## config.mk

```make
export PLATFORM = sky130hd
export DESIGN_NAME = sram_port_arbiter
export DESIGN_NICKNAME = d
export VERILOG_FILES = /design/src/rtl/sram_port_arbiter.sv
export SDC_FILE = /design/constraint.sdc
export NUM_CORES = 1
export LEC_CHECK = 0
export ABC_AREA = 1
export CAP_MARGIN = 20
export CORE_ASPECT_RATIO = 1.2
export CORE_MARGIN = 10
export CORE_UTILIZATION = 34
export DETAILED_ROUTE_END_ITERATION = 7
export PLACE_DENSITY = 0.81
export SLEW_MARGIN = 20
export SYNTH_ARGS = -nofsm -noshare
export SYNTH_HDL_FRONTEND = slang
export SYNTH_SLANG_ARGS = --single-unit
```

## constraint.sdc

```tcl
create_clock -name clk -period 1.4 [get_ports clk]
set_input_delay 0.14 -clock clk [delete_from_list [all_inputs] [get_ports clk]]
set_output_delay 0.14 -clock clk [all_outputs]
set_load 0.05 [all_outputs]
```

## src/rtl/sram_port_arbiter.sv

```systemverilog
// Shares one SRAM-like memory port between the fetch and data requesters.
// One outstanding transaction; data wins unless fetch has been starved MAX_STARVE times.
module sram_port_arbiter #(
    parameter int unsigned ADDR_W     = 32,
    parameter int unsigned DATA_W     = 32,
    parameter int unsigned MAX_STARVE = 4
) (
    input  logic                clk,
    input  logic                rst,

    input  logic                if_req,
    input  logic [ADDR_W-1:0]   if_addr,
    output logic                if_addr_ok,
    output logic                if_data_ok,
    output logic [DATA_W-1:0]   if_rdata,

    input  logic                d_req,
    input  logic                d_wr,
    input  logic [DATA_W/8-1:0] d_wstrb,
    input  logic [ADDR_W-1:0]   d_addr,
    input  logic [DATA_W-1:0]   d_wdata,
    output logic                d_addr_ok,
    output logic                d_data_ok,
    output logic [DATA_W-1:0]   d_rdata,

    output logic                m_req,
    output logic                m_wr,
    output logic [DATA_W/8-1:0] m_wstrb,
    output logic [ADDR_W-1:0]   m_addr,
    output logic [DATA_W-1:0]   m_wdata,
    input  logic                m_addr_ok,
    input  logic                m_data_ok,
    input  logic [DATA_W-1:0]   m_rdata
);

    localparam int unsigned STRB_W = DATA_W / 8;
    localparam int unsigned CNT_W  = $clog2(MAX_STARVE + 1);

    typedef enum logic [1:0] {
        StIdle,
        StAddr,
        StWait
    } state_e;

    state_e              state_q, state_d;
    logic                owner_if_q, owner_if_d;
    logic [ADDR_W-1:0]   addr_q, addr_d;
    logic                wr_q, wr_d;
    logic [STRB_W-1:0]   wstrb_q, wstrb_d;
    logic [DATA_W-1:0]   wdata_q, wdata_d;
    logic [CNT_W-1:0]    starve_q, starve_d;

    logic starved;
    logic grant_if;
    logic grant_d;
    logic resp;

    assign starved  = (starve_q == CNT_W'(MAX_STARVE));
    assign grant_if = (state_q == StIdle) && if_req && (!d_req || starved);
    assign grant_d  = (state_q == StIdle) && d_req && !grant_if;
    assign resp     = (state_q == StWait) && m_data_ok;

    always_comb begin
        state_d    = state_q;
        owner_if_d = owner_if_q;
        addr_d     = addr_q;
        wr_d       = wr_q;
        wstrb_d    = wstrb_q;
        wdata_d    = wdata_q;
        starve_d   = starve_q;
        unique case (state_q)
            StIdle: begin
                if (grant_if) begin
                    state_d    = StAddr;
                    owner_if_d = 1'b1;
                    addr_d     = if_addr;
                    wr_d       = 1'b0;
                    wstrb_d    = '0;
                    wdata_d    = '0;
                    starve_d   = '0;
                end else if (grant_d) begin
                    state_d    = StAddr;
                    owner_if_d = 1'b0;
                    addr_d     = d_addr;
                    wr_d       = d_wr;
                    wstrb_d    = d_wstrb;
                    wdata_d    = d_wdata;
                    // Only consecutive data wins against a waiting fetch count as starvation.
                    if (!if_req) begin
                        starve_d = '0;
                    end else if (!starved) begin
                        starve_d = starve_q + CNT_W'(1);
                    end
                end
            end
            StAddr: begin
                if (m_addr_ok) begin
                    state_d = StWait;
                end
            end
            StWait: begin
                if (m_data_ok) begin
                    state_d = StIdle;
                end
            end
            default: begin
                state_d = StIdle;
            end
        endcase
    end

    always_ff @(posedge clk or negedge rst) begin
        if (!rst) begin
            state_q    <= StIdle;
            owner_if_q <= 1'b0;
            addr_q     <= '0;
            wr_q       <= 1'b0;
            wstrb_q    <= '0;
            wdata_q    <= '0;
            starve_q   <= '0;
        end else begin
            state_q    <= state_d;
            owner_if_q <= owner_if_d;
            addr_q     <= addr_d;
            wr_q       <= wr_d;
            wstrb_q    <= wstrb_d;
            wdata_q    <= wdata_d;
            starve_q   <= starve_d;
        end
    end

    // Grants are gated by rst so a request held during reset never sees addr_ok.
    always_comb begin
        if_addr_ok = grant_if && rst;
        d_addr_ok  = grant_d && rst;
        if_data_ok = resp && owner_if_q;
        d_data_ok  = resp && !owner_if_q;
        if_rdata   = if_data_ok ? m_rdata : '0;
        d_rdata    = d_data_ok ? m_rdata : '0;
        m_req      = (state_q == StAddr);
        m_wr       = wr_q;
        m_wstrb    = wr_q ? wstrb_q : '0;
        m_addr     = addr_q;
        m_wdata    = wdata_q;
    end

endmodule

```

==> flow_summary.yaml, run 1 <==
worst_setup_path:
  cp_data_arrival_time_ns: 1.68
  critPathLaunchType: "flop"
  reg2reg_depth: 11
  required_ns: 1.26
  crit_start: "state_q[0]"
  critPathCaptureType: "output port"
  worstReg2RegStart: "starve_q[1]"
  path_class: "flop to output port"
  crit_fanout: 5
clocking:
  cts_tree: "built"
  ctsLongestPathBuffers: 2
  cts-buffers-inserted: 9
  clock_latency_ns: 0.34
  cts.htree.levels: 3
  root_buffer: "clkbuf_16"
  cts.sinks: 75
  path_clk_slew_ns: 0.07
sta:
  worst_slack_ns: -0.420
  finClkSkew_ns: 0.0117
  rsz0062_at_grt: "yes"
  relSlewSlack_pct: 66.3
  finalSetupViolations: 142
  fmax_mhz: 549
  worst_slew_pin_slew_ns: 0.504
  min_period_ns: 1.82
  fin_crit_sh_pct: 130
  finalHoldViolations: 0
  drv_slew: 0
die:
  initial_core_util_pct: 34.8
  rows: 41
  die_w_um: 115
  dieArea_mm2: 0.0154
  core_mm2: 0.0106
  die_h_um: 134
  ioPinCount: 277
routing:
  drtIter0Drc: 410
  m1WireLength_um: 7960
  firstDrtPassIters: 5
  drcViolationCount: 0
  post_drt_wl_per_cell_um: 26.1
  wl_met3_um: 2780
  wl_met2_um: 12700
  wirelength_um: 25100
  vias: 5321
  ant_nets: 0
  top_layer: "met4"
  via_per_inst: 5.54
worst_hold_path:
  holdCritStartpoint: "d_wstrb[1]"
  min_path_type: "primary input to flop"
  whs_path_depth: 3
power:
  vdd_drop_max_mv: 1.62
  total_power_uw: 19800
  power_density_mw_per_mm2: 2100
  leakage_uw: 0.00433
synthesis:
  synth_cell_types: 18
  ys_ff_latch: 75
  yosysSeqAreaShare_pct: 51.1
  syn_area_mm2: 0.00367
  yosys_warnings: 0
  syn-num-nets: 632
  synth_area_per_cell_um2: 7.48
  syn-instance-count: 491
global_route:
  antenna_found_initial: 0
  grt_pass1_wl_um: 31000
  overflow: 0
  grt_max_degree: 76
  grt_pass1_vias: 5273
  grt.total_usage_pct: 25.9
finish:
  nFillCells: 423
  final_nets: 969
  final_area_mm2: 0.00942
  final_layout_size_suffix_gt1_share_pct: 41.8
  syn2layout_area_growth_pct: 156
  utilization_pct: 89.2
  diodes: 0
place:
  portBuffers: 276
  hpwl_um: 14900
  placed_cell_area_mm2: 0.00807
  place.gp.congestion: 0.841
status:
  failed_checks: "setup timing"
  status: "finished with violations"
flow_run:
  maxCapViolCount: 0
[stage by stage]
step	worst slack, ns	std cells	setup TNS [ns]	hold WS [ns]
2_1_floorplan	-0.115	491	-2.40	-0.156
3_3_place_gp	-0.143	900	-12.40	0.204
3_5_place_dp	-0.170	900	-16.58	0.215
4_1_cts	-0.319	937	-26.53	0.351
5_1_grt	-0.459	961	-44.07	0.377
6_report	-0.420	961	-39.23	0.366
[where the power goes]
group          total [µW]  switching (µW)  internal, µW  leakage (µW)
sequential           4150             916          3230      0.000952
clock                2140             951          1190      0.000131
combinational       13500            8040          5470       0.00325
[worst max-delay path, stage by stage, from the launching register on]
cell and delay (ns):
dfrtp_1 0.40, inv_2 0.08, nand4_1 0.20, buf_6 0.22, buf_6 0.14, nor2_4 0.13
buf_12 0.15
[flip-flops by register name (all words and copies together), names as in the netlist]
name and cells:
wstrb_q 4, owner_if_q 1, m_addr 32, starve_q 3, state_q 2, m_wr 1
m_wdata 32
[path summary, 6_finish.rpt]
| check | endpoint | slack (ns) |
|---|---|---|
| worst max register to register | m_addr[14] | -0.28 |
| worst max-delay path | if_rdata[21] | -0.42 |
| worst min register to register | m_addr[22] | 0.49 |
| max in group asynchronous | m_addr[26] | 0.61 |
| worst min-delay path | wstrb_q[1] | 0.37 |
| min in group asynchronous | starve_q[1] | 0.43 |
[synthesized netlist by cell type]
cell / number / area share (%)
nand2_1: 152 / 16
nand3_1: 102 / 14
dfrtp_1: 75 / 51
nor2_1: 66 / 6.7
inv_1: 47 / 4.8
buf_2: 18 / 2.5
clkbuf_1: 10 / 1.0
nand4_1: 4 / 0.68
o21ai_0: 4 / 0.54
buf_4: 3 / 0.61
ha_1: 2 / 0.68
nor2_4: 2 / 0.61
inv_2: 1 / 0.10
nand3_2: 1 / 0.27
nand3b_1: 1 / 0.20
nor3_1: 1 / 0.14
o21ai_4: 1 / 0.44
o31ai_1: 1 / 0.20
[cells by family (layout without fill, tap and decap cells)]
logic type	Yosys count	in the layout	share of synthesized area [%]
AND/OR/NAND/NOR	329	329	38.1
flip-flops	75	75	51.1
buffers and inverters	79	419	8.99
adder cells (fa/ha/maj)	2	2	0.681
AO/OA/AOI/OAI	6	7	1.19
[final cells by class]
class | instances | area [µm²] | share of cell area (%)
Clock buffer | 9 | 225 | 2.39
Clock inverter | 6 | 43.8 | 0.465
Multi-Input combinational cell | 338 | 2130 | 22.6
Inverter | 48 | 203 | 2.15
Sequential cell | 75 | 1880 | 19.9
Timing Repair Buffer | 355 | 4760 | 50.6
Timing Repair inverter | 1 | 16.3 | 0.173
Tap cell | 129 | 161 | 1.71
[metal layers]
layer | track usage, % | up-vias
met3 | 8.21 | 114
li1 | - | 2218
met4 | 12.9 | 0
met5 | 0 | -
met1 | 25.2 | 2548
met2 | 47.4 | 441
[cells in the final DEF, fill, tap and decap left out]
cell type	netlist	routed
nand2_1	152	134
nor3_4	0	1
buf_12	0	102
nand3b_1	1	1
buf_6	0	24
nand2_2	0	18
nand3_2	1	14
clkinv_8	0	2
buf_16	0	8
dfrtp_1	75	74
inv_2	1	4
inv_1	47	40
nand4_1	4	4
nand3_1	102	88
ha_1	2	1
dfrtp_2	0	1
clkinv_4	0	3
o21ai_4	1	2
clkinvlp_4	0	3
clkbuf_16	0	19
o31ai_2	0	1
buf_4	3	66
inv_4	0	1
ha_4	0	1
nor2_4	2	68
buf_8	0	7
clkinv_2	0	2
clkdlybuf4s50_1	0	137
dlygate4sd3_1	0	1
o21ai_1	0	3
o21ai_0	4	1
nand3_4	0	1
[repair_timing]
| item | CTS | global route |
|---|---|---|
| hold buffers | 1 | 0 |
| resized for setup | 53 | 60 |
| endpoints found under the hold margin | 75 | 0 |
| buffers inserted | 14 | 7 |
| pin swaps | 11 | 24 |
| setup endpoints to repair | 125 | 143 |
| gates cloned | 8 | 18 |
No activity file was read; power rests on OpenSTA's default activity.
==> inputs of run 2 (changes only) <==
PLACE_DENSITY = not set   (was 0.81)
PLACE_DENSITY_LB_ADDON = 0.15   (was not set)
==> run 2 against run 1 <==
Net effect:
- the flow still finishes with violations (setup timing)
- critical path depth is the same
- register-to-register slack lost 0.02 ns
- die area is the same
- critical path type unchanged
==> flow_summary.yaml, run 2 (synthesis results as in run 1) <==
status:
  status: "finished with violations"
  failed_checks: "setup timing"
finish:
  utilization_pct: 87.2
  layout_common_cells: "nand2_1, clkdlybuf4s50_1, buf_12"
  final_layout_size_suffix_gt1_share_pct: 40.7
  final_area_mm2: 0.00922
  syn2layout_area_growth_pct: 151
  diodes: 0
  layout.cells.non_filler: 950
  layout_commonest_cell: "nand2_1"
  final_nets: 957
clocking:
  cts.sinks: 75
  cts.htree.levels: 3
  path_clk_slew_ns: 0.07
  cts-buffers-inserted: 9
  root_buffer: "clkbuf_16"
  ctsLongestPathBuffers: 2
  cts_tree: "built"
  clock_latency_ns: 0.33
sta:
  drv_slew: 0
  holdWs_ns: 0.357
  worst_slew_pin_slew_ns: 0.411
  finalSetupViolations: 141
  rsz0062_at_grt: "yes"
  finClkSkew_ns: 0.0109
  min_period_ns: 1.80
  worst_slack_ns: -0.400
  fmax_mhz: 556
  relSlewSlack_pct: 72.5
  fin_crit_sh_pct: 129
  finalHoldViolations: 0
power:
  pwr-share-comb_pct: 65.9
  leakage_uw: 0.00428
  power_density_mw_per_mm2: 2040
  p_int_uw: 9550
  p_clk_share_pct: 12.8
  p_sw_uw: 9200
  power_frac_seq_pct: 21.3
  vdd_drop_max_mv: 1.48
  swShare_pct: 49.1
routing:
  ant_nets: 0
  drtIter0Drc: 270
  wirelength_um: 21200
  drcViolationCount: 0
  vias: 4752
  via_per_inst: 5.00
  firstDrtPassIters: 4
  post_drt_wl_per_cell_um: 22.3
worst_setup_path:
  cp_data_arrival_time_ns: 1.66
  required_ns: 1.26
  critPathLaunchType: "flop"
  critPathCaptureType: "output port"
  path_class: "flop to output port"
  reg2reg_depth: 8
  crit_fanout: 8
die:
  die_h_um: 134
  die_w_um: 115
  dieArea_mm2: 0.0154
  core_mm2: 0.0106
  rows: 41
  initial_core_util_pct: 34.8
  ioPinCount: 277
worst_hold_path:
  whs_path_depth: 3
  min_path_type: "primary input to flop"
place:
  portBuffers: 276
  place.gp.congestion: 0.805
  hpwl_um: 14600
  placed_cell_area_mm2: 0.00803
  placedCellCount: 898
global_route:
  antenna_found_initial: 0
  gr-usage-met3_pct: 9.19
  met1_usage_pct: 23.6
  grt_max_degree: 76
  grt_pass1_wl_um: 28200
  busiest_layer: "met2"
  overflow: 0
  grt.total_usage_pct: 23.2
  grt_pass1_vias: 4775
  gr-usage-met2_pct: 42.1
flow_run:
  maxCapViolCount: 0
## run 2: changes by cell type in the layout (fill, tap and decap cells not counted), moves of 10 or more
cell,before,now
buf_4,66,77
buf_6,24,12
nand2_1,134,147
nand2_2,18,3
nand3_1,88,77
nand3_2,14,24
## run 2: critical path, stage by stage (launching register included)
cell,delay [ns]
dfrtp_1,0.40
inv_2,0.10
nand4_1,0.19
buf_6,0.22
clkbuf_16,0.17
nor2_4,0.10
buf_12,0.14
## run 2: worst paths after layout
check	from	slack (ns)	end
setup / recovery	state_q[0]	-0.40	if_rdata[9]
hold / removal	d_wdata[8]	0.36	m_wdata[8]
setup reg to reg	state_q[0]	-0.30	m_wdata[13]
hold reg to reg	m_wdata[21]	0.48	m_wdata[21]
max in group asynchronous	rst	0.61	state_q[1]
min in group asynchronous	rst	0.48	wstrb_q[1]
## run 2: power by group through the flow
stage / clock [µW] / sequential (µW) / combinational [µW]
final: 2400 / 3990 / 12400
after global routing: 2540 / 4080 / 12900
after CTS: 2410 / 3930 / 11400
after detailed placement: 0 / 3940 / 10700
after global placement: 0 / 3880 / 10400
after floorplan: 0 / 7010 / 3020
## run 2: repair_timing
action,CTS,global route
hold endpoints to repair,75,0
hold buffers,1,0
setup endpoints to repair,139,141
setup buffers,11,5
pin swaps,11,9
resized for setup,53,23
gates cloned,5,14
## run 2: routing by layer
metal / wire, µm / part of all wire (%)
met5: 0 / 0
met4: 685 / 3.2
met3: 2050 / 9.7
met2: 11400 / 54
met1: 7050 / 33
## run 2: final cells by class
class	instances	area, µm²
sequential	75	1880
timing repair buffer	344	4530
inverter	48	190
multi-input combinational	338	2150
clock inverter	6	68.8
tap	129	161
clock buffer	10	239
fill	513	1350
## run 2: metrics by stage
stage	power (µW)	TNS [ns]	worst slack [ns]
2_1_floorplan	10000	-2.40	-0.115
3_3_place_gp	14300	-11.23	-0.141
3_5_place_dp	14600	-14.10	-0.160
4_1_cts	17700	-23.46	-0.287
5_1_grt	19500	-46.88	-0.442
6_report	18800	-39.13	-0.400
